--- config.mk ---
export PLATFORM = sky130hd
export DESIGN_NAME = bwd_ctrl_pipe_flat
export DESIGN_NICKNAME = d
export VERILOG_FILES = /design/src/rtl/bwd_ctrl_pipe_if.sv /design/src/rtl/bwd_ctrl_pipe.sv /design/src/flat_wrapper.sv
export SDC_FILE = /design/constraint.sdc
export NUM_CORES = 1
export LEC_CHECK = 0
export CELL_PAD_IN_SITES_DETAIL_PLACEMENT = 1
export CELL_PAD_IN_SITES_GLOBAL_PLACEMENT = 2
export CORE_ASPECT_RATIO = 0.5
export CORE_MARGIN = 3
export CORE_UTILIZATION = 32
export DETAILED_ROUTE_END_ITERATION = 10
export GPL_TIMING_DRIVEN = 0
export PLACE_DENSITY_LB_ADDON = 0.1
export SYNTH_ARGS = -nofsm -noshare
export SYNTH_HDL_FRONTEND = slang
export SYNTH_SLANG_ARGS = --single-unit
--- constraint.sdc ---
create_clock -name clk_i -period 2 [get_ports clk_i]
set_input_delay 0.3 -clock clk_i [delete_from_list [all_inputs] [get_ports clk_i]]
set_output_delay 0.3 -clock clk_i [all_outputs]
set_load 0.05 [all_outputs]
--- src/rtl/bwd_ctrl_pipe_if.sv ---
// Token stream between backward-extension stages: valid/ready plus per-read control fields.
interface bwd_ctrl_pipe_if #(
  parameter int READ_NUM_WIDTH = 8,
  parameter int POS_WIDTH      = 7
);
  logic                      valid;
  logic                      ready;
  logic [READ_NUM_WIDTH-1:0] read_num;
  logic [5:0]                status;
  logic [POS_WIDTH-1:0]      backward_i;
  logic [POS_WIDTH-1:0]      backward_j;
  logic [POS_WIDTH-1:0]      new_size;
  logic [63:0]               k;
  logic [63:0]               l;

  modport master (
    output valid, read_num, status, backward_i, backward_j, new_size, k, l,
    input  ready
  );

  modport slave (
    input  valid, read_num, status, backward_i, backward_j, new_size, k, l,
    output ready
  );
endinterface

--- src/rtl/bwd_ctrl_pipe.sv ---
// DEPTH-stage control-token pipeline feeding the BWT occurrence request arbiter, with per-read kill.
// Latency DEPTH cycles input-to-output; combinational ready chain so bubbles collapse and a full stalled pipe drops in_ready.
module bwd_ctrl_pipe #(
  parameter int         READ_NUM_WIDTH = 8,
  parameter int         POS_WIDTH      = 7,
  parameter int         DEPTH          = 3,
  parameter int         K_SHIFT        = 7,
  parameter int         ADDR_WIDTH     = 42,
  parameter logic [5:0] FINISH_CODE    = 6'h3F
) (
  input  logic                      clk_i,
  input  logic                      rst_ni,
  bwd_ctrl_pipe_if.slave            in_if,
  bwd_ctrl_pipe_if.master           out_if,
  input  logic                      kill_valid_i,
  input  logic [READ_NUM_WIDTH-1:0] kill_read_num_i,
  output logic                      request_valid_o,
  output logic [ADDR_WIDTH-1:0]     addr_k_o,
  output logic [ADDR_WIDTH-1:0]     addr_l_o,
  output logic                      finish_sign_o,
  output logic [POS_WIDTH-1:0]      mem_size_o,
  output logic                      query_valid_o,
  output logic [READ_NUM_WIDTH-1:0] query_read_num_o,
  output logic [POS_WIDTH-1:0]      next_query_position_o,
  output logic [3:0]                occupancy_o
);

  localparam int LAST = DEPTH - 1;

  typedef struct packed {
    logic [READ_NUM_WIDTH-1:0] read_num;
    logic [5:0]                status;
    logic [POS_WIDTH-1:0]      bwd_i;
    logic [POS_WIDTH-1:0]      bwd_j;
    logic [POS_WIDTH-1:0]      new_size;
    logic [63:0]               k;
    logic [63:0]               l;
  } tok_t;

  tok_t                      in_tok;
  tok_t                      tok_q [DEPTH];
  logic [DEPTH-1:0]          vld_q;
  logic [DEPTH-1:0]          vld_d;
  logic [DEPTH-1:0]          rdy_nx;
  logic [DEPTH-1:0]          mv;
  logic [DEPTH-1:0]          ld;
  logic [DEPTH-1:0]          kill_hit;
  logic [DEPTH-1:0]          kill_src;
  logic                      in_rdy;
  logic                      in_kill;
  logic [ADDR_WIDTH-1:0]     addr_k_q;
  logic [ADDR_WIDTH-1:0]     addr_l_q;
  logic [ADDR_WIDTH-1:0]     addr_k_d;
  logic [ADDR_WIDTH-1:0]     addr_l_d;
  logic                      query_vld_q;
  logic                      query_vld_d;
  logic [READ_NUM_WIDTH-1:0] query_rn_q;
  logic [POS_WIDTH-1:0]      query_pos_q;
  logic [POS_WIDTH-1:0]      query_pos_d;
  logic [3:0]                occ_q;
  logic [3:0]                occ_d;

  assign in_tok = '{
    read_num: in_if.read_num,
    status:   in_if.status,
    bwd_i:    in_if.backward_i,
    bwd_j:    in_if.backward_j,
    new_size: in_if.new_size,
    k:        in_if.k,
    l:        in_if.l
  };

  // rdy_nx[s] is the readiness of whatever sits after stage s; a stage is ready if
  // any stage from itself to the output is empty or the output is being taken.
  always_comb begin : ready_chain
    logic acc;
    acc    = out_if.ready;
    rdy_nx = '0;
    for (int s = DEPTH - 1; s >= 0; s--) begin
      rdy_nx[s] = acc;
      acc       = acc | ~vld_q[s];
    end
    in_rdy = acc;
  end

  // Kill never alters the ready chain: a killed token still moves, it just lands invalid.
  always_comb begin
    in_kill  = kill_valid_i && (in_if.read_num == kill_read_num_i);
    kill_hit = '0;
    mv       = '0;
    ld       = '0;
    kill_src = '0;
    vld_d    = '0;
    occ_d    = '0;
    for (int s = 0; s < DEPTH; s++) begin
      kill_hit[s] = kill_valid_i && vld_q[s] && (tok_q[s].read_num == kill_read_num_i);
      mv[s]       = vld_q[s] & rdy_nx[s];
    end
    ld[0]       = in_if.valid & in_rdy;
    kill_src[0] = in_kill;
    for (int s = 1; s < DEPTH; s++) begin
      ld[s]       = mv[s-1];
      kill_src[s] = kill_hit[s-1];
    end
    for (int s = 0; s < DEPTH; s++) begin
      vld_d[s] = ld[s] ? ~kill_src[s] : (vld_q[s] & ~mv[s] & ~kill_hit[s]);
      occ_d    = occ_d + {3'b000, vld_d[s]};
    end
  end

  assign addr_k_d    = tok_q[LAST-1].k[K_SHIFT +: ADDR_WIDTH];
  assign addr_l_d    = tok_q[LAST-1].l[K_SHIFT +: ADDR_WIDTH];
  assign query_pos_d = tok_q[LAST-1].bwd_i - POS_WIDTH'(1);
  assign query_vld_d = ld[LAST] && !kill_hit[LAST-1]
                       && (tok_q[LAST-1].bwd_i != '0)
                       && (tok_q[LAST-1].status != FINISH_CODE);

  always_ff @(posedge clk_i or negedge rst_ni) begin
    if (!rst_ni) begin
      vld_q       <= '0;
      occ_q       <= '0;
      query_vld_q <= 1'b0;
      query_rn_q  <= '0;
      query_pos_q <= '0;
      addr_k_q    <= '0;
      addr_l_q    <= '0;
      for (int s = 0; s < DEPTH; s++) begin
        tok_q[s] <= '0;
      end
    end else begin
      vld_q       <= vld_d;
      occ_q       <= occ_d;
      query_vld_q <= query_vld_d;
      if (ld[0]) begin
        tok_q[0] <= in_tok;
      end
      for (int s = 1; s < DEPTH; s++) begin
        if (ld[s]) begin
          tok_q[s] <= tok_q[s-1];
        end
      end
      if (ld[LAST]) begin
        addr_k_q <= addr_k_d;
        addr_l_q <= addr_l_d;
      end
      if (query_vld_d) begin
        query_rn_q  <= tok_q[LAST-1].read_num;
        query_pos_q <= query_pos_d;
      end
    end
  end

  assign in_if.ready       = in_rdy;
  assign out_if.valid      = vld_q[LAST];
  assign out_if.read_num   = tok_q[LAST].read_num;
  assign out_if.status     = tok_q[LAST].status;
  assign out_if.backward_i = tok_q[LAST].bwd_i;
  assign out_if.backward_j = tok_q[LAST].bwd_j;
  assign out_if.new_size   = tok_q[LAST].new_size;
  assign out_if.k          = tok_q[LAST].k;
  assign out_if.l          = tok_q[LAST].l;

  assign request_valid_o       = vld_q[LAST] && (tok_q[LAST].status != FINISH_CODE);
  assign finish_sign_o         = vld_q[LAST] && (tok_q[LAST].status == FINISH_CODE);
  assign addr_k_o              = addr_k_q;
  assign addr_l_o              = addr_l_q;
  assign mem_size_o            = tok_q[LAST].new_size;
  assign query_valid_o         = query_vld_q;
  assign query_read_num_o      = query_rn_q;
  assign next_query_position_o = query_pos_q;
  assign occupancy_o           = occ_q;

endmodule

--- src/flat_wrapper.sv ---
// flat-port wrapper written by rule: the top's interface ports become plain ports
module bwd_ctrl_pipe_flat 
#(
  parameter int         READ_NUM_WIDTH = 8,
  parameter int         POS_WIDTH      = 7,
  parameter int         DEPTH          = 3,
  parameter int         K_SHIFT        = 7,
  parameter int         ADDR_WIDTH     = 42,
  parameter logic [5:0] FINISH_CODE    = 6'h3F
)
  (clk_i, rst_ni, kill_valid_i, kill_read_num_i, request_valid_o, addr_k_o, addr_l_o, finish_sign_o, mem_size_o, query_valid_o, query_read_num_o, next_query_position_o, occupancy_o, in_if_valid, in_if_read_num, in_if_status, in_if_backward_i, in_if_backward_j, in_if_new_size, in_if_k, in_if_l, in_if_ready, out_if_valid, out_if_read_num, out_if_status, out_if_backward_i, out_if_backward_j, out_if_new_size, out_if_k, out_if_l, out_if_ready);
  bwd_ctrl_pipe_if #(.READ_NUM_WIDTH(READ_NUM_WIDTH), .POS_WIDTH(POS_WIDTH)) in_if_i ();
  bwd_ctrl_pipe_if #(.READ_NUM_WIDTH(READ_NUM_WIDTH), .POS_WIDTH(POS_WIDTH)) out_if_i ();
  input  logic clk_i;
  input  logic rst_ni;
  input  logic kill_valid_i;
  input  logic [READ_NUM_WIDTH-1:0] kill_read_num_i;
  output logic request_valid_o;
  output logic [ADDR_WIDTH-1:0] addr_k_o;
  output logic [ADDR_WIDTH-1:0] addr_l_o;
  output logic finish_sign_o;
  output logic [POS_WIDTH-1:0] mem_size_o;
  output logic query_valid_o;
  output logic [READ_NUM_WIDTH-1:0] query_read_num_o;
  output logic [POS_WIDTH-1:0] next_query_position_o;
  output logic [3:0] occupancy_o;
  input wire logic [$bits(in_if_i.valid)-1:0] in_if_valid;
  input wire logic [$bits(in_if_i.read_num)-1:0] in_if_read_num;
  input wire logic [$bits(in_if_i.status)-1:0] in_if_status;
  input wire logic [$bits(in_if_i.backward_i)-1:0] in_if_backward_i;
  input wire logic [$bits(in_if_i.backward_j)-1:0] in_if_backward_j;
  input wire logic [$bits(in_if_i.new_size)-1:0] in_if_new_size;
  input wire logic [$bits(in_if_i.k)-1:0] in_if_k;
  input wire logic [$bits(in_if_i.l)-1:0] in_if_l;
  output wire logic [$bits(in_if_i.ready)-1:0] in_if_ready;
  output wire logic [$bits(out_if_i.valid)-1:0] out_if_valid;
  output wire logic [$bits(out_if_i.read_num)-1:0] out_if_read_num;
  output wire logic [$bits(out_if_i.status)-1:0] out_if_status;
  output wire logic [$bits(out_if_i.backward_i)-1:0] out_if_backward_i;
  output wire logic [$bits(out_if_i.backward_j)-1:0] out_if_backward_j;
  output wire logic [$bits(out_if_i.new_size)-1:0] out_if_new_size;
  output wire logic [$bits(out_if_i.k)-1:0] out_if_k;
  output wire logic [$bits(out_if_i.l)-1:0] out_if_l;
  input wire logic [$bits(out_if_i.ready)-1:0] out_if_ready;
  assign in_if_i.valid = in_if_valid;
  assign in_if_i.read_num = in_if_read_num;
  assign in_if_i.status = in_if_status;
  assign in_if_i.backward_i = in_if_backward_i;
  assign in_if_i.backward_j = in_if_backward_j;
  assign in_if_i.new_size = in_if_new_size;
  assign in_if_i.k = in_if_k;
  assign in_if_i.l = in_if_l;
  assign in_if_ready = in_if_i.ready;
  assign out_if_valid = out_if_i.valid;
  assign out_if_read_num = out_if_i.read_num;
  assign out_if_status = out_if_i.status;
  assign out_if_backward_i = out_if_i.backward_i;
  assign out_if_backward_j = out_if_i.backward_j;
  assign out_if_new_size = out_if_i.new_size;
  assign out_if_k = out_if_i.k;
  assign out_if_l = out_if_i.l;
  assign out_if_i.ready = out_if_ready;
  bwd_ctrl_pipe #(.READ_NUM_WIDTH(READ_NUM_WIDTH), .POS_WIDTH(POS_WIDTH), .DEPTH(DEPTH), .K_SHIFT(K_SHIFT), .ADDR_WIDTH(ADDR_WIDTH), .FINISH_CODE(FINISH_CODE)) u_core (.clk_i(clk_i), .rst_ni(rst_ni), .in_if(in_if_i), .out_if(out_if_i), .kill_valid_i(kill_valid_i), .kill_read_num_i(kill_read_num_i), .request_valid_o(request_valid_o), .addr_k_o(addr_k_o), .addr_l_o(addr_l_o), .finish_sign_o(finish_sign_o), .mem_size_o(mem_size_o), .query_valid_o(query_valid_o), .query_read_num_o(query_read_num_o), .next_query_position_o(next_query_position_o), .occupancy_o(occupancy_o));
endmodule
* Word level (Yosys, flattened, before mapping) *
Index checks and enable logic that the tools add are counted.
W data, S select, Z words.

word-level totals
  register bits after elaboration = 596
  word-level logic and storage cells = 78

cells by class
  $add $sub $neg = 3
  eq/ne operators = 7
  multiplexer cells = 3
  bitwise operators = 23
  reduce and logical (&&, ||, !) cells = 14

operator list
  kind                   number
  $eq A8 B8 Y1           4
  $logic_and A1 B1 Y1    12
  $ne A6 B6 Y1 const B   2
  $and A1 B1 Y1          10
  $not A1 Y1             10
  $reduce_bool A7 Y1     1
  $sub A7 B1 Y7 const B  1
  $eq A6 B6 Y1 const B   1
  $add A4 B1 Y4          1
  $mux W1                3
  $or A1 B1 Y1           3
  $add A1 B1 Y2          1
  $logic_not A1 Y1       1

* Longest topological paths before layout *
  depth in word-level cells = 10
  gate-level depth with buffers = 8
  gate-level depth less buffers = 8

* Least setup slack after synthesis *
OpenSTA, ideal clock, no wires.

  path kind = register to register
  start point = register u_core.vld_q[2]
  end point = register u_core.occ_q[2] (netlist: u_core.occupancy_o[2])
  arrival time = 3.086 ns
  required time = 1.878 ns
  slack = -1.208 ns
  cell stages (with the launch flop) = 9
  buffers on the path = 2
  period minus slack after synthesis = 3.208 ns
  path through = dfrtp_1 -> nand4b_1 -> nand2_1 -> clkbuf_1 -> clkbuf_1 -> o22ai_1 -> ha_1 -> ha_1 -> ha_1

between the ends
  elaborated cells between the ends (all ways) = 25

RTL lines
  element                     line                  RTL
  start: declaration          bwd_ctrl_pipe.sv:42   logic [DEPTH-1:0] vld_q;
  start signal: assignment    bwd_ctrl_pipe.sv:131  vld_q <= vld_d;
  $not A1 Y1                  bwd_ctrl_pipe.sv:81   acc = acc | ~vld_q[s];
  $or A1 B1 Y1 (3 in series)  bwd_ctrl_pipe.sv:81
  via in_if_ready             flat_wrapper.sv:35    output wire logic [$bits(in_if_i.ready)-1:0] in_if_ready;
  $and A1 B1 Y1               bwd_ctrl_pipe.sv:99   ld[0] = in_if.valid & in_rdy;
  $mux W1                     bwd_ctrl_pipe.sv:106  vld_d[s] = ld[s] ? ~kill_src[s] : (vld_q[s] & ~mv[s] & ~kill_hit[s]);
  via u_core.vld_d[0]         bwd_ctrl_pipe.sv:43   logic [DEPTH-1:0] vld_d;
  $add A1 B1 Y2               bwd_ctrl_pipe.sv:107  occ_d = occ_d + {3'b000, vld_d[s]};
  $add A4 B1 Y4               bwd_ctrl_pipe.sv:107
  via u_core.occ_d[2]         bwd_ctrl_pipe.sv:61   logic [3:0] occ_d;
  end signal: assignment      bwd_ctrl_pipe.sv:121  occ_q <= '0;
  end signal: assignment      bwd_ctrl_pipe.sv:132  occ_q <= occ_d;
  end: declaration            bwd_ctrl_pipe.sv:60   logic [3:0] occ_q;

The timed path passes the listed nets, and every way through them passes these cells.
A chain may end at the register's enable or synchronous reset.

* Worst setup path in the final report *
  start point = register u_core.tok_q[486] in the netlist's numbering
  end point = register u_core.occ_q[2] (netlist: u_core.occupancy_o[2])

between the ends
  longest elaborated chain between the ends = 7
  elaborated cells between the ends (all ways) = 8

RTL lines
  element                           line                  RTL
  start: declaration                bwd_ctrl_pipe.sv:41   tok_t tok_q [DEPTH];
  start signal: indexed assignment  bwd_ctrl_pipe.sv:139  tok_q[s] <= tok_q[s-1];
  $eq A8 B8 Y1                      bwd_ctrl_pipe.sv:96   kill_hit[s] = kill_valid_i && vld_q[s] && (tok_q[s].read_num == kill_read_num_i);
  $logic_and A1 B1 Y1               bwd_ctrl_pipe.sv:96
  $not A1 Y1                        bwd_ctrl_pipe.sv:106
  $and A1 B1 Y1                     bwd_ctrl_pipe.sv:106
  $mux W1                           bwd_ctrl_pipe.sv:106
  via u_core.vld_d[0]               bwd_ctrl_pipe.sv:43
  $add A1 B1 Y2                     bwd_ctrl_pipe.sv:107
  $add A4 B1 Y4                     bwd_ctrl_pipe.sv:107
  via u_core.occ_d[2]               bwd_ctrl_pipe.sv:61

The timed path passes the listed nets, and every way through them passes these cells.

==> summary.txt <==
Power
  • VDD IR max: approximately 0.77 mV
  • Power Density: between 1500 and 2000 nW/um^2
  • P_leak: 13.0 nW

Floorplanning
  • Core area: 65,400 sq um
  • # IOs: 454
  • Cell Rows: between 60 and 70
  • Chip Height: about 190 um
  • Die width: ~370 um
  • Die area: 69,900 sq um
  • Initial Util: approximately 33%

Detailed routing
  • Routed Antenna Nets: 0
  • DRC: 0
  • Final wirelength: 52.6 mm
  • Violation count after the first detailed-routing iteration: 341
  • Routed length per instance: between 15 and 20 um
  • Drt pass-1 iters: 4
  • Via density: between 4 and 5
  • Via count: between 10,000 and 15,000

Clock tree
  • CTS root buf: clkbuf_16
  • Sink Count: ~510
  • Clock transition at path regs: 0.07 ns
  • Maximum root-to-sink buffer count: 3
  • CTS tree: done
  • Worst skew pair latency: approximately 0.57 ns
  • H-Tree Depth: 2
  • CTS buffer count: 49

STA
  • Clock skew: between 0.01 and 0.015 ns
  • Pin slew with the least headroom to its limit: about 0.60 ns
  • Fin crit share: 112%
  • Tmin final: 2.24 ns
  • RSZ-0062 raised after global routing: true
  • Max Slew Vio Count: 0
  • Maximum clock rate: ~0.45 GHz
  • Final setup fails: 5
  • Fin worst setup slack: -0.239 ns
  • Setup TNS: -0.655 ns
  • Final hold slack: around 0.24 ns
  • Max transition margin: about three fifths
  • Final Hold Viols: 0

Critical path
  • Worst Setup End Kind: flop
  • Crit path launch: u_core.tok_q[486]
  • Critical Path End: u_core.occupancy_o[2]
  • Worst reg2reg startpoint: u_core.tok_q[486]
  • Critical Path Fanout Max: 3
  • CP Class: flop to flop
  • R2R Setup Slk: -0.24 ns
  • CP Data Required Time: between 2 and 2.5 ns
  • R2R Path End: u_core.occupancy_o[2]
  • Startpoint types: flop
  • CP arrival: roughly 2.7 ns
  • Reg2reg path depth: 8

Flow run
  • Max-cap violations: 0

Synthesis
  • Syn_nets: 1,597
  • Top cell type's share of synthesized area: about 60%
  • Area leader, netlist: dfrtp_1
  • Mean post-synth cell area: around 15 sq um
  • Synthesized instance count: roughly 1,400
  • Main synth FF type: dfrtp_1
  • Flops & latches, synth: about 510
  • Synth async-reset ratio: 100%
  • Leading cell type by number of instances after synthesis: dfrtp_1
  • Top cells by area, synth: dfrtp_1 60%, mux2_2 26%, buf_4 9.0%
  • Ys Warns: 0
  • Post-synth top cells: 511 x dfrtp_1, 493 x mux2_2, 255 x buf_4
  • EDFF count, synth: 0
  • Mapped cell area: 21,300 sq um
  • Synth cell types: 35
  • Seq/Total Area, Yosys: 60.0%

Global routing
  • First-pass GRT wire length: 80.0 mm
  • Largest net degree at the start of global routing: between 100 and 150
  • Grt total ovfl: 0
  • Vias in the first global route: around 13,000
  • Initial antenna violation count: 0
  • Total GRT Usage: between 10% and 20%

Cells and area
  • Final nets: roughly 2,100
  • Synth-to-layout area growth: 35.5%
  • Fraction of layout cells with a size suffix above 1: between 40% and 50%

Placement
  • Final GP Congestion: roughly 0.7
  • Dpl hpwl: around 38 mm
  • I/O Buffers: about 450

Status
  • Violated checks: negative setup slack
  • Status: finished, violations left

Hold path
  • Min-delay worst type: input pin to async pin
==> layout by cell type, fill, tap and decap left out, types with 4 or more instances in the layout <==
master	instances
dfrtp_1	508
mux2_2	493
buf_4	285
dlygate4sd2_1	255
clkdlybuf4s50_1	174
clkbuf_16	51
clkbuf_4	22
xor2_1	19
clkbuf_8	17
xnor2_1	16
clkdlybuf4s15_1	16
clkbuf_1	12
clkbuf_2	11
buf_2	8
nand2_1	7
mux2_4	7
clkinv_2	7
buf_6	6
buf_16	5
nand4_1	4
nor2_1	4
==> critical path: stages (launching register included) <==
cell	delay, ns
dfrtp_1	0.40
xor2_1	0.15
nor4_1	0.26
nand4_1	0.18
nor4_4	0.33
o22ai_2	0.15
ha_1	0.31
ha_2	0.19
ha_4	0.15
==> flip-flops by register name, indices dropped and copies added (netlist names) <==
| register | cells |
|---|---|
| u_core.tok_q | 242 |
| u_core.addr_k_d | 42 |
| u_core.addr_l_d | 42 |
| u_core.addr_k_o | 41 |
| u_core.addr_l_o | 41 |
| u_core.out_if.k | 23 |
| u_core.out_if.l | 23 |
| u_core.out_if.read_num | 8 |
| u_core.query_read_num_o | 8 |
| u_core.mem_size_o | 7 |
| u_core.next_query_position_o | 7 |
| u_core.out_if.backward_i | 7 |
| u_core.out_if.backward_j | 7 |
| u_core.out_if.status | 6 |
| u_core.occupancy_o | 3 |
| u_core.vld_q | 3 |
| u_core.query_valid_o | 1 |
==> layout make-up <==
cell class / count / area, sq um
Antenna cell: 1 / 2.50
Clock buffer: 75 / 1460
Clock inverter: 14 / 156
Fill cell: 6709 / 36500
Inverter: 5 / 18.8
Buffer: 310 / 2360
Tap cell: 884 / 1110
Multi-Input combinational cell: 588 / 6440
Timing Repair Buffer: 482 / 4550
Sequential cell: 511 / 12800
==> cells by family (layout without fill, tap and decap cells) <==
group,after synthesis,after routing,synth area share [%]
adder cells (fa/ha/maj),6,6,0.388
multiplexers,502,502,26.6
AO/OA/AOI/OAI,5,5,0.135
AND/OR/NAND/NOR,37,37,1.04
buffers and inverters,316,886,10.3
flip-flops,511,511,60.0
XOR/XNOR,37,37,1.52
other,1,2,0.0176
==> how the worst min path moves through the flow <==
stage | startpoint | to
2_1_floorplan | rst_ni | u_core.addr_k_d[0]
3_3_place_gp | u_core.out_if.backward_i[1] | u_core.out_if.backward_i[1]
3_5_place_dp | rst_ni | u_core.addr_k_o[27]
4_1_cts | rst_ni | u_core.addr_k_o[27]
5_1_grt | rst_ni | u_core.addr_k_o[27]
6_report | rst_ni | u_core.addr_k_o[27]
==> per-layer routing <==
layer	share of wire (%)	wire length, um	GRT usage [%]
met3	3.1	1650	2.63
met2	56	29600	28.7
met5	0	0	0
met4	1.6	825	2.79
met1	39	20500	17.4
==> repair_timing <==
item | 4_1_cts | 5_1_grt
setup buffers | 11 | 12
gates resized for setup | 378 | 38
setup endpoints to repair | 763 | 204
cloned | 0 | 1
pin swaps | 4 | 11
endpoints found under the hold margin | 50 | 0
hold buffers | 1 | 0
==> per-stage QoR <==
stage	setup WS [ns]	instances	area [sq um]	utilization, %	power, mW
final	-0.239	2870	28900	44.2	52.3
after floorplan	-0.564	1415	21400	-	36.3
after global placement	-25.55	2751	27000	41.3	44.7
after detailed placement	-1.60	2756	27100	41.5	45.0
after global routing	-0.410	2869	28900	44.2	55.2
after CTS	-0.254	2857	28700	43.9	53.1
==> report_power, final <==
part / internal (mW) / switching, mW / total (mW) / leakage (nW)
clock: 5.43 / 4.02 / 9.45 / 0.793
combinational: 10.8 / 15.3 / 26.1 / 6.20
sequential: 14.3 / 2.41 / 16.7 / 5.96
total: 30.5 / 21.8 / 52.3 / 13.0
No activity file was read; power rests on OpenSTA's default activity.
